### src/rtl/pcie_tlp_pkg.sv
// PCIe TLP constants and shared types for the transmit and receive engines:
// format/type bytes, completion status codes and the TX FSM state encoding.
package pcie_tlp_pkg;

    localparam logic [7:0] FMT_TYPE_CPLD  = 8'h4A;
    localparam logic [7:0] FMT_TYPE_MRD32 = 8'h00;
    localparam logic [7:0] FMT_TYPE_MWR32 = 8'h40;

    localparam logic [2:0] CPL_STATUS_SC  = 3'b000;
    localparam logic [2:0] CPL_STATUS_UR  = 3'b001;
    localparam logic [2:0] CPL_STATUS_CRS = 3'b010;
    localparam logic [2:0] CPL_STATUS_CA  = 3'b100;

    localparam logic [11:0] CPL_BYTE_COUNT_1DW = 12'd4;

    typedef enum logic [2:0] {
        ST_IDLE     = 3'd0,
        ST_SEND_CPL = 3'd1,
        ST_CPL_REL  = 3'd2,
        ST_SEND_RD  = 3'd3,
        ST_RD_REL   = 3'd4
    } tx_state_e;

    typedef enum logic {
        TLP_KIND_CPLD = 1'b0,
        TLP_KIND_MRD  = 1'b1
    } tlp_kind_e;

    // A single-DW read has no last DW, so its last byte enable must be zero.
    function automatic logic [3:0] mrd_last_be(input logic [9:0] len);
        if (len == 10'd1) begin
            return 4'h0;
        end else begin
            return 4'hF;
        end
    endfunction

endpackage

### src/rtl/tlp_hdr_build.sv
// Combinational formatter producing one 128-bit TLP beat (CplD with 1 DW
// payload, or 3DW MRd header) and its byte-enable mask, selected by kind.
module tlp_hdr_build
    import pcie_tlp_pkg::*;
(
    input  logic          kind,
    input  logic [15:0]   completer_id,
    input  logic [31:0]   reg_data,
    input  logic [2:0]    req_tc,
    input  logic          req_td,
    input  logic          req_ep,
    input  logic [1:0]    req_attr,
    input  logic [15:0]   req_rid,
    input  logic [7:0]    req_tag,
    input  logic [6:0]    req_addr,
    input  logic [29:0]   rd_addr_dw,
    input  logic [9:0]    rd_len,
    input  logic [7:0]    rd_tag,
    output logic [127:0]  beat,
    output logic [15:0]   keep
);

    // Assemble the four DWs; DW0 lands in the low 32 bits of the beat.
    always_comb begin
        beat = 128'd0;
        keep = 16'h0000;
        case (tlp_kind_e'(kind))
            TLP_KIND_CPLD: begin
                beat[31:0]   = {FMT_TYPE_CPLD, 1'b0, req_tc, 4'b0000, req_td, req_ep,
                                req_attr, 2'b00, 10'd1};
                beat[63:32]  = {completer_id, CPL_STATUS_SC, 1'b0, CPL_BYTE_COUNT_1DW};
                beat[95:64]  = {req_rid, req_tag, 1'b0, req_addr};
                beat[127:96] = reg_data;
                keep         = 16'hFFFF;
            end
            TLP_KIND_MRD: begin
                beat[31:0]   = {FMT_TYPE_MRD32, 1'b0, 3'b000, 4'b0000, 2'b00, 2'b00,
                                2'b00, rd_len};
                beat[63:32]  = {completer_id, rd_tag, mrd_last_be(rd_len), 4'hF};
                beat[95:64]  = {rd_addr_dw, 2'b00};
                beat[127:96] = 32'd0;
                keep         = 16'h0FFF;
            end
            default: begin
                beat = 128'd0;
                keep = 16'h0000;
            end
        endcase
    end

endmodule

### src/rtl/tx_engine.sv
// PCIe TX engine: single-beat CplD for register reads and MRd32 for DMA.
// Define TX_EXT_TAG_EN for an 8-bit MRd tag counter (default is 5 bits).
module tx_engine
    import pcie_tlp_pkg::*;
#(
    parameter int C_DATA_WIDTH = 128
) (
    input  logic                      clk_i,
    input  logic                      rst_i,
    output logic [C_DATA_WIDTH-1:0]   s_axis_tx_tdata,
    output logic [C_DATA_WIDTH/8-1:0] s_axis_tx_tkeep,
    output logic                      s_axis_tx_tlast,
    output logic                      s_axis_tx_tvalid,
    input  logic                      s_axis_tx_tready,
    output logic [3:0]                s_axis_tx_tuser,
    input  logic [15:0]               completer_id_i,
    input  logic                      req_compl_wd_i,
    input  logic [31:0]               tx_reg_data_i,
    input  logic [2:0]                req_tc_i,
    input  logic                      req_td_i,
    input  logic                      req_ep_i,
    input  logic [1:0]                req_attr_i,
    input  logic [15:0]               req_rid_i,
    input  logic [7:0]                req_tag_i,
    input  logic [6:0]                req_addr_i,
    output logic                      compl_done_o,
    input  logic                      rd_req_i,
    input  logic [31:0]               rd_addr_i,
    input  logic [9:0]                rd_len_i,
    output logic                      rd_req_ack_o,
    output logic [7:0]                rd_tag_o
);

`ifdef TX_EXT_TAG_EN
    localparam int TAG_W = 8;
`else
    localparam int TAG_W = 5;
`endif

    tx_state_e                 state_r;
    tx_state_e                 state_nxt_s;
    logic                      tvalid_r;
    logic [C_DATA_WIDTH-1:0]   tdata_r;
    logic [C_DATA_WIDTH/8-1:0] tkeep_r;
    logic                      compl_done_r;
    logic                      rd_req_ack_r;
    logic [7:0]                rd_tag_r;
    logic [TAG_W-1:0]          tag_r;
    logic [7:0]                tag_ext_s;
    logic                      load_s;
    logic                      acc_cpl_s;
    logic                      acc_rd_s;
    logic                      kind_s;
    logic [127:0]              hdr_beat_s;
    logic [15:0]               hdr_keep_s;
    logic                      unused_addr_s;

`ifdef TX_EXT_TAG_EN
    assign tag_ext_s = tag_r;
`else
    assign tag_ext_s = {3'b000, tag_r};
`endif

    // Byte offset bits are dropped: MRd addresses are DW-aligned.
    assign unused_addr_s = &{1'b0, rd_addr_i[1:0]};

    tlp_hdr_build u_hdr (
        .kind         (kind_s),
        .completer_id (completer_id_i),
        .reg_data     (tx_reg_data_i),
        .req_tc       (req_tc_i),
        .req_td       (req_td_i),
        .req_ep       (req_ep_i),
        .req_attr     (req_attr_i),
        .req_rid      (req_rid_i),
        .req_tag      (req_tag_i),
        .req_addr     (req_addr_i),
        .rd_addr_dw   (rd_addr_i[31:2]),
        .rd_len       (rd_len_i),
        .rd_tag       (tag_ext_s),
        .beat         (hdr_beat_s),
        .keep         (hdr_keep_s)
    );

    // State register.
    always_ff @(posedge clk_i) begin
        if (rst_i) begin
            state_r <= ST_IDLE;
        end else begin
            state_r <= state_nxt_s;
        end
    end

    // Next-state logic; the *_REL states wait for the requester to drop its level.
    always_comb begin
        state_nxt_s = state_r;
        case (state_r)
            ST_IDLE: begin
                if (req_compl_wd_i) begin
                    state_nxt_s = ST_SEND_CPL;
                end else if (rd_req_i) begin
                    state_nxt_s = ST_SEND_RD;
                end else begin
                    state_nxt_s = ST_IDLE;
                end
            end
            ST_SEND_CPL: begin
                if (s_axis_tx_tready) begin
                    state_nxt_s = ST_CPL_REL;
                end else begin
                    state_nxt_s = ST_SEND_CPL;
                end
            end
            ST_CPL_REL: begin
                if (!req_compl_wd_i) begin
                    state_nxt_s = ST_IDLE;
                end else begin
                    state_nxt_s = ST_CPL_REL;
                end
            end
            ST_SEND_RD: begin
                if (s_axis_tx_tready) begin
                    state_nxt_s = ST_RD_REL;
                end else begin
                    state_nxt_s = ST_SEND_RD;
                end
            end
            ST_RD_REL: begin
                if (!rd_req_i) begin
                    state_nxt_s = ST_IDLE;
                end else begin
                    state_nxt_s = ST_RD_REL;
                end
            end
            default: state_nxt_s = ST_IDLE;
        endcase
    end

    // Output decode: beat load in IDLE, acceptance in the SEND states.
    always_comb begin
        load_s    = 1'b0;
        acc_cpl_s = 1'b0;
        acc_rd_s  = 1'b0;
        kind_s    = TLP_KIND_MRD;
        case (state_r)
            ST_IDLE: begin
                load_s = req_compl_wd_i | rd_req_i;
                if (req_compl_wd_i) begin
                    kind_s = TLP_KIND_CPLD;
                end else begin
                    kind_s = TLP_KIND_MRD;
                end
            end
            ST_SEND_CPL: acc_cpl_s = s_axis_tx_tready;
            ST_SEND_RD:  acc_rd_s  = s_axis_tx_tready;
            default: begin
                load_s    = 1'b0;
                acc_cpl_s = 1'b0;
                acc_rd_s  = 1'b0;
            end
        endcase
    end

    // Registered beat, handshake pulses and tag counter.
    always_ff @(posedge clk_i) begin
        if (rst_i) begin
            tvalid_r     <= 1'b0;
            tdata_r      <= '0;
            tkeep_r      <= '0;
            compl_done_r <= 1'b0;
            rd_req_ack_r <= 1'b0;
            rd_tag_r     <= 8'd0;
            tag_r        <= '0;
        end else begin
            compl_done_r <= acc_cpl_s;
            rd_req_ack_r <= acc_rd_s;
            if (load_s) begin
                tvalid_r <= 1'b1;
                tdata_r  <= hdr_beat_s;
                tkeep_r  <= hdr_keep_s;
            end else if (acc_cpl_s || acc_rd_s) begin
                tvalid_r <= 1'b0;
            end
            if (acc_rd_s) begin
                tag_r    <= tag_r + TAG_W'(1);
                rd_tag_r <= tag_ext_s;
            end
        end
    end

    assign s_axis_tx_tdata  = tdata_r;
    assign s_axis_tx_tkeep  = tkeep_r;
    assign s_axis_tx_tvalid = tvalid_r;
    assign s_axis_tx_tlast  = tvalid_r;
    assign s_axis_tx_tuser  = 4'b0000;
    assign compl_done_o     = compl_done_r;
    assign rd_req_ack_o     = rd_req_ack_r;
    assign rd_tag_o         = rd_tag_r;

endmodule

### config.mk
export PLATFORM = sky130hd
export DESIGN_NAME = tx_engine
export DESIGN_NICKNAME = d
export VERILOG_FILES = /design/src/rtl/pcie_tlp_pkg.sv /design/src/rtl/tlp_hdr_build.sv /design/src/rtl/tx_engine.sv
export SDC_FILE = /design/constraint.sdc
export NUM_CORES = 1
export LEC_CHECK = 0
export CAP_MARGIN = 20
export CORE_UTILIZATION = 35
export CTS_CLUSTER_DIAMETER = 40
export CTS_CLUSTER_SIZE = 14
export DETAILED_ROUTE_END_ITERATION = 12
export GPL_ROUTABILITY_DRIVEN = 0
export PLACE_DENSITY = 0.77
export REMOVE_ABC_BUFFERS = 1
export SLEW_MARGIN = 20
export SYNTH_ARGS = -nofsm -noshare
export SYNTH_HDL_FRONTEND = slang
export SYNTH_SLANG_ARGS = --single-unit
export TNS_END_PERCENT = 10
### constraint.sdc
create_clock -name clk_i -period 1.4 [get_ports clk_i]
set_clock_uncertainty 0.05 [all_clocks]
set_input_delay 0.28 -clock clk_i [delete_from_list [all_inputs] [get_ports clk_i]]
set_output_delay 0.28 -clock clk_i [all_outputs]
set_load 0.05 [all_outputs]
# --- Word level (Yosys, flattened, before mapping) ---
# Cells that the tools add are included.
op_classes:
  add_sub_neg: 1
  n_mul: 0
  div: 0
  n_lt_le_gt_ge: 0
  eq_ne: 5
  n_shift: 0
  n_mux: 17
  n_bitwise: 2
  n_reduce_logical: 3
op_table:
  columns: ["operator", "count"]
  rows:
  - ["$pmux 128 s2", 1]
  - ["$pmux 16 s2", 1]
  - ["$pmux 3 s5", 1]
  - ["$eq 10x1->1 const B", 1]
  - ["$mux 2", 4]
  - ["$mux 1", 7]
  - ["$eq 3x2->1 const B", 2]
  - ["$mux 3", 2]
  - ["$add 5x1->5 const B", 1]
  - ["$mux 4", 1]
  - ["$eq 3x1->1 const B", 1]
  - ["$eq 3x3->1 const B", 1]
  - ["$logic_not 3->1", 1]
  - ["$reduce_bool 2->1", 1]
  - ["$logic_or 1x1->1", 1]
  - ["$not 1->1", 1]
  - ["$or 1x1->1", 1]
word_totals:
  register_bits: 160
  latchBits: 0
  ram_bits: 0
  mem_bits_ro: 0
  in_bits: 133
  out_inout_bits: 160
  word_cells: 36
  n_memories: 0

# --- Logic depth before layout (Yosys ltp) ---
logic_depth:
  word_depth: 5
  mapped_depth: 6

# --- Cells and area by module ---
# From an unflattened synthesis, not the netlist that was laid out.
unflattened:
  cells_unflattened: 867
  area_unflattened_um2: 8471.9
by_module_without_submodules:
  columns: ["mod", "n_inst", "cells_per_inst", "area_each_um2", "seq_area_each_um2"]
  rows:
  - ["tx_engine", 1, 708, 7125.6, 3203.1]
  - ["tlp_hdr_build", 1, 159, 1346.3, 0.0]

# --- Worst setup path after synthesis ---
# No wires, ideal clock.
synth_path:
  path_kind: "flip-flop to flip-flop"
  from: "register state_r[1]"
  to: "register tdata_r[124] (netlist: s_axis_tx_tdata[124])"
  arrival_time_ns: 1.352
  slack_ns: -0.135
  path_stages_with_launch: 7
  period_less_slack_ns: 1.535
  cell_sequence: "dfxtp_1 > buf_6 > or3_1 > buf_4 > buf_6 > o21ai_0 > a21oi_1"
synth_between:
  elab_chain_len: 4
synth_lines:
  columns: ["element", "line_no", "rtl"]
  rows:
  - ["from (decl)", "tx_engine.sv:40", "tx_state_e state_r;"]
  - ["from (signal assigned)", "tx_engine.sv:90", "state_r <= state_nxt_s;"]
  - ["$logic_not 3->1 *", "tx_engine.sv:145", "case (state_r)"]
  - ["$mux 1", "tx_engine.sv:145", null]
  - ["$not 1->1", "tlp_hdr_build.sv:27", "case (tlp_kind_e'(kind))"]
  - ["$pmux 128 s2", "tlp_hdr_build.sv:27", null]
  - ["to (signal assigned)", "tx_engine.sv:179", "tdata_r <= hdr_beat_s;"]
  - ["to (decl)", "tx_engine.sv:43", "logic [C_DATA_WIDTH-1:0] tdata_r;"]
# Every way passes the cells marked *; elsewhere a longest branch is shown, timed or not. The select of a mux whose other input is x is not followed.
# A chain may end at the register's enable or synchronous reset.

# --- Final worst setup path ---
layout_path:
  from: "register state_r[1]"
  to: "register tdata_r[109] (netlist: s_axis_tx_tdata[109])"
# Same word-level chain as after synthesis.

==> flow_summary_export.csv <==
group,metric,value,unit
run_status,outcome,"complete, but fails checks",
run_status,violations,"negative setup slack",
drt,vias,5455,
logic_synthesis,synth_seq_cells,122,
logic_synthesis,muxShareOfSynthArea,1.362,%
floorplanning,initial_core_util,36.49,%
logic_synthesis,syn_area,5144,um^2
clocking,htreeDepth,4,
logic_synthesis,synth_ff_type,"dfxtp_1",
timing,slew_violations,0,
clocking,cts_tree,"built",
placement,place_area,9338,um^2
placement,dpl.cell_count,1012,
drt,dr.pass1.iters,5,
logic_synthesis,ys_types,34,
final_layout,layoutNonFillerInstCount,1054,
placement,dp_hpwl,12580,um
critical_path,ff2ff_path_depth,4,
logic_synthesis,synth_area_per_cell,8.616,um^2
logic_synthesis,synth_compound_area_share,26.81,%
worst_hold_path,hold_depth,2,
global_routing,overflow,0,
clocking,cts_sinks,122,
logic_synthesis,seq_area_frac_synth,47.48,%
final_layout,layout-drive-gt1-share,34.78,%
critical_path,arrival,1790,ps
power_and_ir_drop,power.leakage,3.998,nW
final_layout,final_nets,996,
critical_path,cp-startpoint,"state_r[1]",
global_routing,grt_pass1_wl,27570,um
logic_synthesis,synth_warnings,0,
floorplanning,row_count,43,
final_layout,stdcell_area,10500,um^2
critical_path,r2r_start,"state_r[1]",
power_and_ir_drop,powerDensity,1280,nW/um^2
floorplanning,ios,293,
critical_path,cp_top_family,"simple AND/OR/NAND/NOR gates",
floorplanning,core,14100,um^2
power_and_ir_drop,worst_ir_drop_vdd,0.0007398,V
floorplanning,die_h,123.2,um
timing,hold_viol_final,0,
worst_hold_path,hold_class,"primary input to register",
global_routing,grt_use_total,24.19,%
critical_path,slowest_stage,"or3_4",
critical_path,worstPathCellList,"or3_4 -> buf_12 -> o21ai_0 -> a21oi_2",
critical_path,r2r_slack,-150,ps
critical_path,worstPathMaxFanout,32,
logic_synthesis,synth_xor_xnor_area_share,0.1703,%
critical_path,startpoint_type,"register",
critical_path,crit_type,"register to register",
timing,fmax,646.9,MHz
logic_synthesis,netlist_instances,597,
timing,finalCritPeriodShare,110.4,%
floorplanning,fp.dieW,123.2,um
drt,drt_iter0_markers,301,
logic_synthesis,synth_edf_count,0,
worst_hold_path,worstHoldStart,"rst_i",
flow_run,max-cap-violations,0,
clocking,insertion_delay,410,ps
drt,routed_wl,19240,um
drt,wl_per_cell,18.25,um
global_routing,antenna_found_initial,0,
timing,setup_viol,102,
clocking,clk_pin_slew,60,ps
global_routing,grt_pass1_vias,5223,
clocking,cts_inserted_buffers,17,
critical_path,reg2reg_to,"s_axis_tx_tdata[109]",
logic_synthesis,synth_top_family_by_area,"compound AO/OA/AOI/OAI gates",
drt,viasPerCell,5.176,
final_layout,syn_to_final_growth,104.0,%
drt,drc_errors,0,
critical_path,path_buf_inv,1,
critical_path,crit_path_end_kind,"register",
drt,antenna_left,0,
timing,grt_setup_unrepaired,"yes",
critical_path,crit_path_max_incr_delay,470,ps
final_layout,fillerInstances,910,
final_layout,antenna_cells,0,
global_routing,grt_max_degree,45,
clocking,cts_root_buf,"clkbuf_16",
timing,timing.final.crit_period,1546,ps
worst_hold_path,min_to,"s_axis_tx_tdata[4]",
logic_synthesis,synthAdderAreaFrac,0.2432,%
clocking,cts_max_path_buffers,2,
timing,fin_ws,-145.9,ps
critical_path,crit_required,1640,ps
logic_synthesis,async_flop_share,0,%
placement,io_buffer_count,268,
floorplanning,die-area,15190,um^2
logic_synthesis,synth-simple-area-share,9.973,%
## final cells by class
type	instances	area, um^2	area share (%)
Timing Repair Buffer	330	4868	46.39
Sequential cell	122	2450	23.34
Multi-Input combinational cell	386	2337	22.27
Clock buffer	23	478.0	4.554
Tap cell	180	225.2	2.146
Clock inverter	8	117.6	1.121
Inverter	5	18.77	0.1788
## stage by stage
stage,utilization [%],hold slack (ps),worst slack [ps],TNS (ps),power (mW)
2_1_floorplan,-,299.1,-3634,-243450,5.946
3_3_place_gp,66.24,422.5,-526.8,-40050,8.509
3_5_place_dp,66.24,443.2,-566.7,-45520,8.567
4_1_cts,72.47,184.8,-121.0,-4882,13.30
5_1_grt,74.45,210.0,-223.1,-14050,13.88
6_report,74.45,205.4,-145.9,-6097,13.43
## flip-flops by register name, summed over array words and instances (netlist names)
name,count
rd_req_ack_o,1
s_axis_tx_tdata,104
rd_tag_o,5
compl_done_o,1
state_r,3
tag_r,5
s_axis_tx_tkeep,2
s_axis_tx_tlast,1
## report_power, final
group | total (mW) | switching (mW) | internal [mW]
Sequential | 4.03 | 0.281 | 3.75
Combinational | 4.96 | 2.61 | 2.35
Clock | 4.44 | 1.52 | 2.92
Total | 13.4 | 4.41 | 9.02
## placed cells by master (no fill, tap or decap), types with 2 or more instances in the layout
master	synthesis	routed
a21oi_1	108	79
a21oi_2	0	29
a32oi_1	29	28
buf_12	0	150
buf_16	0	2
buf_4	47	27
buf_6	16	14
buf_8	0	4
bufinv_16	0	3
clkbuf_1	37	3
clkbuf_16	0	21
clkbuf_8	0	3
clkdlybuf4s50_1	0	128
clkinv_2	0	4
conb_1	1	22
dfxtp_1	122	116
dfxtp_2	0	6
inv_1	5	5
mux2i_1	7	7
nand2_1	46	30
nand2_2	0	14
nand2_4	0	2
nand3_1	34	33
nor2_1	10	9
nor2_4	0	2
nor4_1	2	2
o21ai_0	106	64
o21ai_1	0	33
o21ai_2	0	9
or3_1	4	3
## cells by family after synthesis
| family | Yosys count |
|---|---|
| AO/OA/AOI/OAI | 249 |
| multiplexers | 7 |
| other | 1 |
| adder cells (fa/ha/maj) | 1 |
| AND/OR/NAND/NOR | 106 |
| XOR/XNOR | 1 |
| flip-flops | 122 |
| buffers and inverters | 110 |
## layer usage
layer / global-route usage [%] / part of all wire [%] / wire length [um] / vias to the layer above
met5: 0 / 0 / 0 / -
met4: 10.39 / 2.1 / 399 / 0
met1: 26.46 / 37 / 7131 / 2595
met2: 42.07 / 53 / 10200 / 232
met3: 8.579 / 7.9 / 1511 / 31
li1: - / - / - / 2597
## worst reg2reg max path, stage by stage (launching register included)
cell	delay, ps
dfxtp_1	330
or3_4	470
buf_12	200
o21ai_0	290
a21oi_2	90
## worst max path at each step
stage,end,slack [ps],cells past startpoint
CTS,s_axis_tx_tdata[108],-120,7
finish,s_axis_tx_tdata[109],-150,4
global placement,state_r[1],-530,4
detailed placement,state_r[1],-570,4
global route,s_axis_tx_tdata[110],-220,4
floorplan,s_axis_tx_tkeep[11],-3630,1
## synthesized netlist by cell type (all sizes together), types with 2 or more instances
master	count	area [um^2]
a21oi	108	540.5
nor3	3	26.28
nor2	11	43.80
nor4	2	12.51
or3	4	25.02
buf	68	556.8
nand2	46	172.7
nand3	34	170.2
dfxtp	122	2442
clkbuf	37	138.9
a32oi	29	254.0
o21ai	106	530.5
mux2i	7	70.07
inv	5	18.77
## repair_timing
action                     4_1_cts  5_1_grt
cloned                           3        4
setup endpoints to repair      137      143
hold buffers                     0        0
buffers inserted                 5        0
pin swaps                       26       37
resized for setup               58       86
Note: power is estimated with default switching activity, not from simulation.
